==> src/rtl/div_if.sv <==
// Operand/result bundle between the control unit (master) and the divider (slave).
interface div_if;
  logic        div_init;
  logic [31:0] dividend;
  logic [31:0] divisor;
  logic        div_stop;
  logic        div_zero;
  logic [31:0] hi_out;
  logic [31:0] lo_out;

  modport master (
    output div_init, dividend, divisor,
    input  div_stop, div_zero, hi_out, lo_out
  );

  modport slave (
    input  div_init, dividend, divisor,
    output div_stop, div_zero, hi_out, lo_out
  );
endinterface

==> src/rtl/div.sv <==
// Sequential 32-bit signed restoring divider: HI = remainder, LO = quotient (MIPS DIV).
// Optional macro DIV_ZERO_DETECT_EN: a zero divisor completes on the next edge with div_zero set.
module div (
  input  logic clk,
  input  logic reset,
  div_if.slave bus
);

  typedef enum logic [2:0] {IDLE, RUN, FIX, DONE, HOLD} state_t;

  state_t      state;
  logic        sign_a;
  logic        sign_b;
  logic [31:0] q;
  logic [31:0] d;
  logic [31:0] r;
  logic [5:0]  cnt;
`ifdef DIV_ZERO_DETECT_EN
  logic        zero_pend;
`endif

  logic [32:0] shift_r;
  logic [32:0] diff_r;
  logic [31:0] shift_q;
  logic        take;

  function automatic logic [31:0] mag(input logic [31:0] v);
    return v[31] ? (~v + 32'd1) : v;
  endfunction

  // The stored remainder is always below D, so the 33-bit step value never
  // overflows and the borrow bit of the trial subtraction decides the quotient bit.
  always_comb begin
    shift_r = {r, q[31]};
    shift_q = {q[30:0], 1'b0};
    diff_r  = shift_r - {1'b0, d};
    take    = ~diff_r[32];
  end

`ifndef DIV_ZERO_DETECT_EN
  assign bus.div_zero = 1'b0;
`endif

  always_ff @(posedge clk or negedge reset) begin
    if (!reset) begin
      state        <= IDLE;
      sign_a       <= 1'b0;
      sign_b       <= 1'b0;
      q            <= '0;
      d            <= '0;
      r            <= '0;
      cnt          <= '0;
      bus.div_stop <= 1'b0;
      bus.hi_out   <= '0;
      bus.lo_out   <= '0;
`ifdef DIV_ZERO_DETECT_EN
      zero_pend    <= 1'b0;
      bus.div_zero <= 1'b0;
`endif
    end else begin
      case (state)
        IDLE: begin
          bus.div_stop <= 1'b0;
          if (bus.div_init) begin
            sign_a <= bus.dividend[31];
            sign_b <= bus.divisor[31];
            q      <= mag(bus.dividend);
            d      <= mag(bus.divisor);
            r      <= '0;
            cnt    <= '0;
`ifdef DIV_ZERO_DETECT_EN
            bus.div_zero <= 1'b0;
            zero_pend    <= (bus.divisor == '0);
            state        <= (bus.divisor == '0) ? FIX : RUN;
`else
            state  <= RUN;
`endif
          end
        end

        RUN: begin
          if (!bus.div_init) begin
            state <= IDLE;
          end else begin
            r   <= take ? diff_r[31:0] : shift_r[31:0];
            q   <= {shift_q[31:1], take};
            cnt <= cnt + 6'd1;
            if (cnt == 6'd31)
              state <= FIX;
          end
        end

        FIX: begin
          if (!bus.div_init) begin
            state <= IDLE;
          end else begin
            bus.div_stop <= 1'b1;
            state        <= DONE;
`ifdef DIV_ZERO_DETECT_EN
            if (zero_pend) begin
              bus.div_zero <= 1'b1;
              zero_pend    <= 1'b0;
            end else begin
              bus.lo_out <= (sign_a ^ sign_b) ? (~q + 32'd1) : q;
              bus.hi_out <= sign_a ? (~r + 32'd1) : r;
            end
`else
            bus.lo_out <= (sign_a ^ sign_b) ? (~q + 32'd1) : q;
            bus.hi_out <= sign_a ? (~r + 32'd1) : r;
`endif
          end
        end

        DONE: begin
          bus.div_stop <= 1'b0;
          state        <= bus.div_init ? HOLD : IDLE;
        end

        HOLD: begin
          bus.div_stop <= 1'b0;
          if (!bus.div_init)
            state <= IDLE;
        end

        default: state <= IDLE;
      endcase
    end
  end

endmodule

==> src/flat_wrapper.sv <==
// flat-port wrapper written by rule: the top's interface ports become plain ports
module div_flat 
  (clk, reset, bus_div_init, bus_dividend, bus_divisor, bus_div_stop, bus_div_zero, bus_hi_out, bus_lo_out);
  div_if bus_i ();
  input  logic clk;
  input  logic reset;
  input wire logic [$bits(bus_i.div_init)-1:0] bus_div_init;
  input wire logic [$bits(bus_i.dividend)-1:0] bus_dividend;
  input wire logic [$bits(bus_i.divisor)-1:0] bus_divisor;
  output wire logic [$bits(bus_i.div_stop)-1:0] bus_div_stop;
  output wire logic [$bits(bus_i.div_zero)-1:0] bus_div_zero;
  output wire logic [$bits(bus_i.hi_out)-1:0] bus_hi_out;
  output wire logic [$bits(bus_i.lo_out)-1:0] bus_lo_out;
  assign bus_i.div_init = bus_div_init;
  assign bus_i.dividend = bus_dividend;
  assign bus_i.divisor = bus_divisor;
  assign bus_div_stop = bus_i.div_stop;
  assign bus_div_zero = bus_i.div_zero;
  assign bus_hi_out = bus_i.hi_out;
  assign bus_lo_out = bus_i.lo_out;
  div u_core (.clk(clk), .reset(reset), .bus(bus_i));
endmodule
==> config.mk <==
export PLATFORM = sky130hd
export DESIGN_NAME = div_flat
export DESIGN_NICKNAME = d
export VERILOG_FILES = /design/src/rtl/div_if.sv /design/src/rtl/div.sv /design/src/flat_wrapper.sv
export SDC_FILE = /design/constraint.sdc
export NUM_CORES = 1
export LEC_CHECK = 0
export CAP_MARGIN = 20
export CORE_ASPECT_RATIO = 0.75
export CORE_MARGIN = 1.5
export CORE_UTILIZATION = 40
export CTS_BUF_LIST = sky130_fd_sc_hd__clkbuf_4 sky130_fd_sc_hd__clkbuf_8 sky130_fd_sc_hd__clkbuf_16
export DETAILED_ROUTE_END_ITERATION = 8
export GPL_TIMING_DRIVEN = 1
export SYNTH_ARGS = -nofsm -noshare
export SYNTH_HDL_FRONTEND = slang
export SYNTH_SLANG_ARGS = --single-unit
==> constraint.sdc <==
create_clock -name clk -period 4.4 [get_ports clk]
set_input_delay 0.88 -clock clk [delete_from_list [all_inputs] [get_ports clk]]
set_output_delay 0.88 -clock clk [all_outputs]
set_load 0.05 [all_outputs]
## Word-level counts from Yosys, hierarchy flattened

Index checks and enable logic that the tools add are counted.

- Bits of input ports: 67
- Logic and storage cells: 64
- Register bits: 172

- Muxes and demuxes: 23
- Equality and inequality tests: 10
- Add/subtract/negate cells: 6
- Reductions and logical operators: 9
- Bitwise operators: 6

Operators with widths:

| kind | number |
|---|---|
| 32-bit two-way mux | 9 |
| 32-bit by 1-bit adder with 32-bit output (second input constant) | 4 |
| 32-bit NOT | 4 |
| 32-bit one-hot mux with 2 select lines | 2 |
| 33-bit by 32-bit subtractor with 33-bit output | 1 |
| 3-bit two-way mux | 5 |
| 3-bit one-hot mux with 5 select lines | 1 |
| 6-bit two-way mux | 2 |
| 6-bit one-hot mux with 2 select lines | 1 |
| 2-bit inequality test (second input constant) | 4 |
| 6-bit by 1-bit adder with 6-bit output (second input constant) | 1 |
| 3-bit by 2-bit == test with 1-bit output (second input constant) | 2 |
| 6-bit by 5-bit == test with 1-bit output (second input constant) | 1 |
| 2-bit AND reduction | 3 |
| 3-bit AND reduction | 2 |
| 2-bit nonzero test | 2 |
| 3-bit by 1-bit == test with 1-bit output (second input constant) | 1 |
| 3-bit == test (second input constant) | 1 |
| 3-bit zero test | 1 |
| 3-bit by 2-bit inequality test with 1-bit output (second input constant) | 1 |
| 3-bit OR reduction | 1 |
| 2-bit two-way mux | 1 |
| 1-bit one-hot mux with 2 select lines | 1 |
| 1-bit two-way mux | 1 |
| 2 further kinds | 2 |

## Logic depth before layout (Yosys ltp)

Gate-level depths: netlist of the first run.

- Depth in word-level cells: 5
- Gate-level depth with buffers: 13

## Worst setup path before layout of the first run

OpenSTA, ideal clock, no wires.

- Path type: in2reg
- Start: input bus_divisor[1]
- End: register u_core.d[29]
- Stages: 9
- Required time: 4263 ps
- Path slack: 1143 ps
- Data arrival time: 3120 ps
- Cell sequence: or2_1 > or4_4 > nand2b_4 > or3_1 > or3_4 > nand2b_4 > o41ai_1 > xor2_1 > a21oi_1

- Cells in the longest elaborated chain, start to end: 3

Ends and longest elaborated chain:

| element | RTL line | text |
|---|---|---|
| start, declared | flat_wrapper.sv:9 | `input wire logic [$bits(bus_i.divisor)-1:0] bus_divisor;` |
| 32-bit NOT | div.sv:28 | `return v[31] ? (~v + 32'd1) : v;` |
| 32-bit by 1-bit adder with 32-bit output | div.sv:28 |  |
| 32-bit two-way mux | div.sv:28 |  |
| end signal, assigned | div.sv:68 | `d <= mag(bus.divisor);` |
| end, declared | div.sv:15 | `logic [31:0] d;` |

Every way passes these cells.
A chain may end at the register's enable or synchronous reset.

## Worst setup path in the final report of the first run

- Start: input bus_dividend[4]
- End: register u_core.q[27]

- Cells in the longest elaborated chain, start to end: 5

Ends and longest elaborated chain:

| element | RTL line | text |
|---|---|---|
| start, declared | flat_wrapper.sv:8 | `input wire logic [$bits(bus_i.dividend)-1:0] bus_dividend;` |
| 32-bit NOT | div.sv:28 |  |
| 32-bit by 1-bit adder with 32-bit output | div.sv:28 |  |
| 32-bit two-way mux | div.sv:28 |  |
| 32-bit two-way mux | div.sv:64 | `if (bus.div_init) begin` |
| 32-bit one-hot mux with 2 select lines | div.sv:61 | `case (state)` |
| end signal, assigned | div.sv:67 | `q <= mag(bus.dividend);` |
| end signal, assigned | div.sv:86 | `q <= {shift_q[31:1], take};` |
| end, declared | div.sv:14 | `logic [31:0] q;` |

Every way passes these cells. The select of a mux whose other input is x is not followed.

==> metrics.md, run 1 <==
| Metric | Value |
|---|---|
| Final Cycle Share | a little over four fifths |
| Worst-Margin Slew | about 0.93 ns |
| Setup violations, final | 0 |
| Post-Place Cell Area | around 13000 µm² |
| Post-CTS setup buffer count | 0 |
| Final net count | 1502 |
| Layout fillers | between 2000 and 3000 |
| Post-route DRC | 0 |
| Endpoints failing hold | 0 |
| Initial standard-cell utilization of the core | slightly above 40% |
| Worst r2r path cells | 12 |
| Vias in the first global route | roughly 8800 |
| End point of the critical path | u_core.q[27]$_DFFE_PN0P_ |
| Inserted Clock Buffers | 17 |
| Ant diodes | 0 |
| Count of port buffers added during placement | approximately 130 |
| Die H | between 100 and 150 µm |
| Die Wd | 195 µm |
| Skew final | between 0.008 and 0.009 ns |
| Max-slew violation total from the final report | 0 |
| Combined global-route utilization of all metal layers | 20.5% |
| Number of nets produced by synthesis | about 1400 |
| Hold Crit Class | reg2reg |
| Crit Reg-Reg Endpoint | u_core.r[27]$_DFFE_PN0P_ |
| Req. time, crit path | roughly 4.7 ns |
| Warnings, synthesis | 0 |
| RSZ-0062 raised after global routing | no |
| Clock Sinks | around 170 |
| Post-Syn Instances | between 1000 and 1500 |
| Detail Route Antenna Nets | 0 |
| Switching Share | 33.3% |
| Most frequent standard cell in the layout excluding fill and tap cells | sky130_fd_sc_hd__nand2_1 |
| Total global routing overflow | 0 |
| Worst Path Max Fanout | 4 |
| First element of the critical path | bus_dividend[4] |
| Startpoint of the worst register-to-register path | u_core.q[31]$_DFFE_PN0P_ |
| Run status | finished, final reports clean |
| Unique cell type count in the Yosys netlist | 64 |
| Top cell type by total area after synthesis | sky130_fd_sc_hd__dfrtp_1 |
| Max-cap violations | 0 |
| Number of synthesized flops with an enable pin | 0 |
| Number of buffers on the longest clock path | 2 |
| Wirelength per Cell | 16.4 µm |
| Power share of the combinational group | 27.6% |
| Most used cells in the layout excluding fill and tap cells | 186 x sky130_fd_sc_hd__nand2_1, 177 x sky130_fd_sc_hd__o21ai_0, 172 x sky130_fd_sc_hd__dfrtp_1, 130 x sky130_fd_sc_hd__clkdlybuf4s50_1, 87 x sky130_fd_sc_hd__a21oi_1 |
| Synth Flop Type | sky130_fd_sc_hd__dfrtp_1 |
| Count of hold buffers inserted by post-cts repair | 0 |
| Share of the yosys chip area belonging to registers | 38.9% |
| Clk network pwr share | 31.6% |
| Root buffer cell | sky130_fd_sc_hd__clkbuf_16 |
| Proportion of power drawn by flip-flops and latches | 40.8% |
| Worst reg-to-reg setup slack | between 0.7 and 0.8 ns |
| Power density over cell area | about 340 nW/µm² |
| Highest attainable clock frequency | roughly 0.27 GHz |
| Class of the most critical setup path | in2reg |
| Area enclosed by the die boundary | between 20000 and 30000 µm² |
| Period minus WS final | around 3.7 ns |
| Proportion of netlist area held by the largest area contributor | just under 40% |
| Share of flip-flops with an asynchronous set or reset after synthesis | 100% |
| Cell row count | 52 |
| Largest vdd supply drop | roughly 0.3 mV |
| Internal cell power | about 0.0030 W |
| Post-synthesis cell area | between 10000 and 15000 µm² |
| Synthesized area per cell | 8.57 µm² |
| Arr. time, crit path | 3.95 ns |
| Final Cell Area | roughly 13000 µm² |
| Clock tree from TritonCTS | yes |
| Core outline area | 27100 µm² |
| Leak | 5.77 nW |
| H-tree lvl count | 4 |
| Clock Latency Late Sink | around 0.43 ns |
| Pin count of the biggest net entering global routing | 96 |
| Starting DRT DRC Count | just under 700 |
| Critical path startpoint category | input pin |
| Routed WL | slightly below 30000 µm |
| IO Count | 133 |
| Share of final-layout standard cells stronger than drive strength 1 | under 10% |
| Clock transition at path regs | around 0.070 ns |
| Total net switching power | about 0.0015 W |
| Initial DRT Pass Iterations | 5 |
| Total vias in the final route | 9576 |
| CP endpoint kind | register |
| Seq cells post-synth | approximately 170 |
| Number of gates given a new drive strength after cts | 0 |
| Largest cells by area after synthesis | sky130_fd_sc_hd__dfrtp_1 39%, sky130_fd_sc_hd__o21ai_0 8.0%, sky130_fd_sc_hd__xor2_1 6.7%, sky130_fd_sc_hd__nand2_1 6.3%, sky130_fd_sc_hd__xnor2_1 5.1% |
| TNS Setup | 0 ns |
| Last weighted congestion value of the routability-driven placer | just under 0.9 |
| Routed via count divided by cell count | 5.44 |
| Relative slew margins | between 30% and 40% |
| Layout area overhead | 20.3% |
| Total half-perimeter wirelength after legalization and detailed placement | approximately 21000 µm |
| Global-route wire length before repair | ~47000 µm |
| Number of antenna violations at the first check in global routing | 0 |
-- power by group through the flow --
stage	combinational, W	clock, W	sequential (W)
3_3_place_gp	0.00125	0	0.00188
6_report	0.00126	0.00144	0.00186
2_1_floorplan	0.000708	0	0.00201
4_1_cts	0.00127	0.00148	0.00186
3_5_place_dp	0.00126	0	0.00188
5_1_grt	0.00140	0.00155	0.00188
-- registers in the layout, summed over array words and instances, names as in the netlist --
register             count
u_core.bus.div_stop      1
u_core.cnt               6
u_core.d                32
u_core.q                32
u_core.state             3
u_core.sign_a            1
u_core.bus.hi_out       32
u_core.sign_b            1
u_core.r                32
u_core.bus.lo_out       32
-- through the flow --
step                      hold slack [ns]  std cells  total power, W  utilization (%)  worst slack, ns
after CTS                           0.484       1758         0.00460             49.1            0.717
after floorplan                     0.466       1293         0.00271                -             1.14
final                               0.480       1759         0.00456             49.2            0.728
after global routing                0.501       1759         0.00482             49.2            0.430
after global placement              0.464       1728         0.00313             47.1            0.391
after detailed placement            0.469       1728         0.00315             47.1            0.320
-- area by class of cell --
type / instances / area (µm²) / share of cell area [%]
Clock buffer: 21 / 468 / 3.51
Clock inverter: 9 / 72.6 / 0.545
Inverter: 52 / 195 / 1.46
Multi-Input combinational cell: 1002 / 6330 / 47.5
Sequential cell: 172 / 4300 / 32.3
Tap cell: 351 / 439 / 3.30
Timing Repair Buffer: 152 / 1520 / 11.4
-- cells in the mapped netlist, drive strengths merged (8+ instances only) --
| cell type | number |
|---|---|
| nor3 | 17 |
| nand2 | 186 |
| mux2i | 25 |
| clkbuf | 59 |
| dfrtp | 172 |
| o21ai | 180 |
| inv | 52 |
| o41ai | 13 |
| a21o | 13 |
| ha | 37 |
| a32oi | 8 |
| or4 | 17 |
| xnor2 | 64 |
| nand3 | 16 |
| a21oi | 87 |
| nor4 | 10 |
| o22ai | 26 |
| nor2 | 60 |
| or3 | 25 |
| xor2 | 86 |
| buf | 8 |
| nand2b | 20 |
| o31ai | 27 |
-- critical path: stages --
cell                              delay, ns
sky130_fd_sc_hd__clkdlybuf4s50_1       0.47
sky130_fd_sc_hd__nor4_2                0.44
sky130_fd_sc_hd__nand3_1               0.25
sky130_fd_sc_hd__or4_1                 0.50
sky130_fd_sc_hd__or3_1                 0.37
sky130_fd_sc_hd__nor4_2                0.32
sky130_fd_sc_hd__nand2b_1              0.13
sky130_fd_sc_hd__o41ai_1               0.31
sky130_fd_sc_hd__xor2_1                0.18
sky130_fd_sc_hd__a21oi_1               0.09
-- how the worst min path moves through the flow --
stage | startpoint | endpoint | cells past startpoint
floorplan | u_core.cnt[1]$_DFFE_PN0P_ | u_core.cnt[1]$_DFFE_PN0P_ | 2
global placement | u_core.bus.lo_out[15]$_DFFE_PN0P_ | u_core.bus.lo_out[15]$_DFFE_PN0P_ | 2
detailed placement | u_core.bus.lo_out[15]$_DFFE_PN0P_ | u_core.bus.lo_out[15]$_DFFE_PN0P_ | 2
CTS | u_core.bus.hi_out[12]$_DFFE_PN0P_ | u_core.bus.hi_out[12]$_DFFE_PN0P_ | 2
global route | u_core.bus.hi_out[18]$_DFFE_PN0P_ | u_core.bus.hi_out[18]$_DFFE_PN0P_ | 2
finish | u_core.bus.lo_out[11]$_DFFE_PN0P_ | u_core.bus.lo_out[11]$_DFFE_PN0P_ | 2
-- cells by family after synthesis --
logic type	count (synthesis)	share of synthesized area, %
compound gates	395	21.0
simple gates	389	17.0
flops	172	38.9
xor+xnor	150	11.9
buf+inv	119	4.09
fa+ha+maj	38	4.36
mux	29	2.67
other cells	1	0.0339
-- per-layer routing --
metal / wire, µm / vias to the layer above / track usage, %
li1: - / 4791 / -
met1: 14900 / 4583 / 31.3
met2: 12400 / 187 / 29.9
met3: 1390 / 15 / 3.97
met4: 240 / 0 / 4.30
met5: 0 / - / 0
Note: power is estimated with default switching activity, not from simulation.
==> run 2: changes to the inputs <==
==> constraint.sdc (replaced) <==
create_clock -name clk -period 3.8 [get_ports clk]
set_input_delay 0.76 -clock clk [delete_from_list [all_inputs] [get_ports clk]]
set_output_delay 0.76 -clock clk [all_outputs]
set_load 0.05 [all_outputs]
==> run 2 against run 1 <==
Net effect: combinational power up 16%; clock skew up 0.0012 ns; register-to-register slack got worse by 0.46 ns; core utilization grew 0.55 points; first-iteration DRC count is 18% lower; largest cell class unchanged; routed wire length up 1.7%; hold slack worse by 0.15 ns.
==> metrics.md, run 2 (synthesis gave the netlist of run 1 again) <==
| Metric | Value |
|---|---|
| Final Power | 0.00548 W (+20%) |
| First element of the critical path | u_core.d[0]$_DFFE_PN0P_ |
| Layout area overhead | 21.6% |
| Detail Route Antenna Nets | 0 (unchanged) |
| Inserted Clock Buffers | 17 (unchanged) |
| Cell row count | 52 (unchanged) |
| Max-slew violation total from the final report | 0 (unchanged) |
| Worst r2r path cells | 12 (unchanged) |
| Vias in the first global route | 9227 (+5.0%) |
| Req. time, crit path | 4.15 ns (-0.52 ns) |
| Endpoints failing hold | 0 (unchanged) |
| Layout fillers | 2609 (-0.11%) |
| Relative slew margins | 35.1% (-2.7 points) |
| Wirelength per Cell | 16.6 µm (+0.92%) |
| Worst Path Max Fanout | 20 (+16) |
| Class of the most critical setup path | reg2reg |
| Total global routing overflow | 0 (unchanged) |
| Post-route DRC | 0 (unchanged) |
| Worst reg-to-reg setup slack | 0.28 ns (-0.46 ns) |
| Initial DRT Pass Iterations | 5 (unchanged) |
| Arr. time, crit path | 3.87 ns (-0.08 ns) |
| End point of the critical path | u_core.r[27]$_DFFE_PN0P_ |
| Root buffer cell | sky130_fd_sc_hd__clkbuf_16 |
| Skew final | 0.00996 ns (+0.00120 ns) |
| Pin count of the biggest net entering global routing | 75 (-22%) |
| TNS Setup | 0 ns (unchanged) |
| Total vias in the final route | 9613 (+0.39%) |
| Routed WL | 29400 µm (+1.7%) |
| CP endpoint kind | register |
| Global-route wire length before repair | 48100 µm (+1.6%) |
| Run status | finished, final reports clean |
| Setup violations, final | 0 (unchanged) |
| Power density over cell area | 407 nW/µm² (+19%) |
| Most frequent standard cell in the layout excluding fill and tap cells | sky130_fd_sc_hd__nand2_1 |
| Number of standard cells in the layout, taps in and fillers out | 1772 (+0.74%) |
| Startpoint of the worst register-to-register path | u_core.d[0]$_DFFE_PN0P_ |
| Initial standard-cell utilization of the core | 40.9% (unchanged) |
| Die H | 147 µm (unchanged) |
| Total half-perimeter wirelength after legalization and detailed placement | 21600 µm (+1.2%) |
| Highest attainable clock frequency | 0.284 GHz |
| Die Wd | 195 µm (unchanged) |
| Ant diodes | 0 (unchanged) |
| Largest vdd supply drop | 0.363 mV (+23%) |
| Period minus WS final | around 3.5 ns |
| H-tree lvl count | 4 (unchanged) |
| Final net count | 1513 (+0.73%) |
| Max-cap violations | 0 (unchanged) |
| Combined global-route utilization of all metal layers | 20.9% (+0.38 points) |
| Number of buffers on the longest clock path | 2 (unchanged) |
| Placed cell count | 1738 (+0.58%) |
| Count of port buffers added during placement | 131 (unchanged) |
| Share of final-layout standard cells stronger than drive strength 1 | 6.47% (+0.93 points) |
| Crit Reg-Reg Endpoint | u_core.r[27]$_DFFE_PN0P_ |
| Routed via count divided by cell count | 5.42 (-0.35%) |
| Critical path startpoint category | register |
| Starting DRT DRC Count | 565 (-18%) |
| Final Cycle Share | between 90% and 100% |
| Clock tree from TritonCTS | yes |
| RSZ-0062 raised after global routing | no |
| Worst-Margin Slew | 0.970 ns (+0.0367 ns) |
| Leak | 5.84 nW (+1.2%) |
| Area enclosed by the die boundary | 28700 µm² (unchanged) |
| Hold Crit Class | in2async |
| Core outline area | 27100 µm² (unchanged) |
| Clock transition at path regs | 0.07 ns (about the same) |
| Count of hold buffers inserted by post-cts repair | 0 (unchanged) |
| Last weighted congestion value of the routability-driven placer | 0.862 (-0.93%) |
| IO Count | 133 (unchanged) |
| Most used cells in the layout excluding fill and tap cells | 186 x sky130_fd_sc_hd__nand2_1, 177 x sky130_fd_sc_hd__o21ai_0, 172 x sky130_fd_sc_hd__dfrtp_1, 130 x sky130_fd_sc_hd__clkdlybuf4s50_1, 87 x sky130_fd_sc_hd__a21oi_1 |
| Clock Latency Late Sink | 0.44 ns (about the same) |
| Number of antenna violations at the first check in global routing | 0 (unchanged) |
| Clock Sinks | 172 (unchanged) |
==> run 2: layout make-up <==
cell class,instances,area [µm²],area share [%]
Multi-Input combinational cell,1002,6340,47.0
Tap cell,351,439,3.26
Timing Repair Buffer,163,1580,11.7
Sequential cell,172,4300,31.9
Inverter,52,195,1.45
Clock inverter,13,165,1.23
Clock buffer,19,453,3.36
==> run 2: per-stage QoR <==
step	instance area, µm²	utilization, %	hold slack [ns]	setup WS, ns
floorplan	11100	-	0.464	0.663
global placement	12800	47.4	0.462	0.0423
detailed placement	12800	47.4	0.470	0.00473
CTS	13400	49.7	0.363	0.238
global route	13500	49.8	0.381	0.0354
finish	13500	49.8	0.330	0.277
==> run 2: worst min-delay path by stage <==
stage / start / end / slack [ns] / cells after the start
after floorplan: reset / u_core.bus.div_stop$_DFFE_PN0P_ / 0.46 / 0
after global placement: u_core.bus.hi_out[12]$_DFFE_PN0P_ / u_core.bus.hi_out[12]$_DFFE_PN0P_ / 0.46 / 2
after detailed placement: u_core.bus.hi_out[12]$_DFFE_PN0P_ / u_core.bus.hi_out[12]$_DFFE_PN0P_ / 0.47 / 2
after CTS: reset / u_core.bus.lo_out[20]$_DFFE_PN0P_ / 0.36 / 1
after global routing: reset / u_core.bus.lo_out[20]$_DFFE_PN0P_ / 0.38 / 1
final: reset / u_core.bus.lo_out[20]$_DFFE_PN0P_ / 0.33 / 1
==> run 2: per-layer routing <==
layer	GRT usage [%]	vias to the layer above	wire length (µm)
met5	0	-	0
met3	4.43	19	1350
li1	-	4795	-
met1	31.3	4589	15100
met2	30.8	210	12600
met4	4.84	0	345
==> run 2: critical path, stage by stage (launching register included) <==
cell,delay (ns)
sky130_fd_sc_hd__dfrtp_1,0.42
sky130_fd_sc_hd__ha_1,0.24
sky130_fd_sc_hd__fa_1,0.41
sky130_fd_sc_hd__nand2b_1,0.19
sky130_fd_sc_hd__a21oi_1,0.20
sky130_fd_sc_hd__o2111ai_1,0.30
sky130_fd_sc_hd__nand3_1,0.19
sky130_fd_sc_hd__a31oi_1,0.17
sky130_fd_sc_hd__o21ai_2,0.27
sky130_fd_sc_hd__xor2_2,0.23
sky130_fd_sc_hd__buf_12,0.22
sky130_fd_sc_hd__nand2_1,0.28
sky130_fd_sc_hd__o221ai_1,0.30
==> run 2: power breakdown <==
group | total [W] | leakage (nW) | switching [W] | internal, W
registers | 0.00215 | 2.10 | 0.000151 | 0.00200
clock network | 0.00187 | 0.292 | 0.000793 | 0.00107
logic | 0.00146 | 3.45 | 0.000877 | 0.000588
==> run 2: timing repair <==
| action | in CTS | in global routing |
|---|---|---|
| endpoints found under the hold margin | 0 | 0 |
| resized for setup | 0 | 1 |
| setup endpoints to repair | 0 | 10 |
| setup buffers | 0 | 2 |
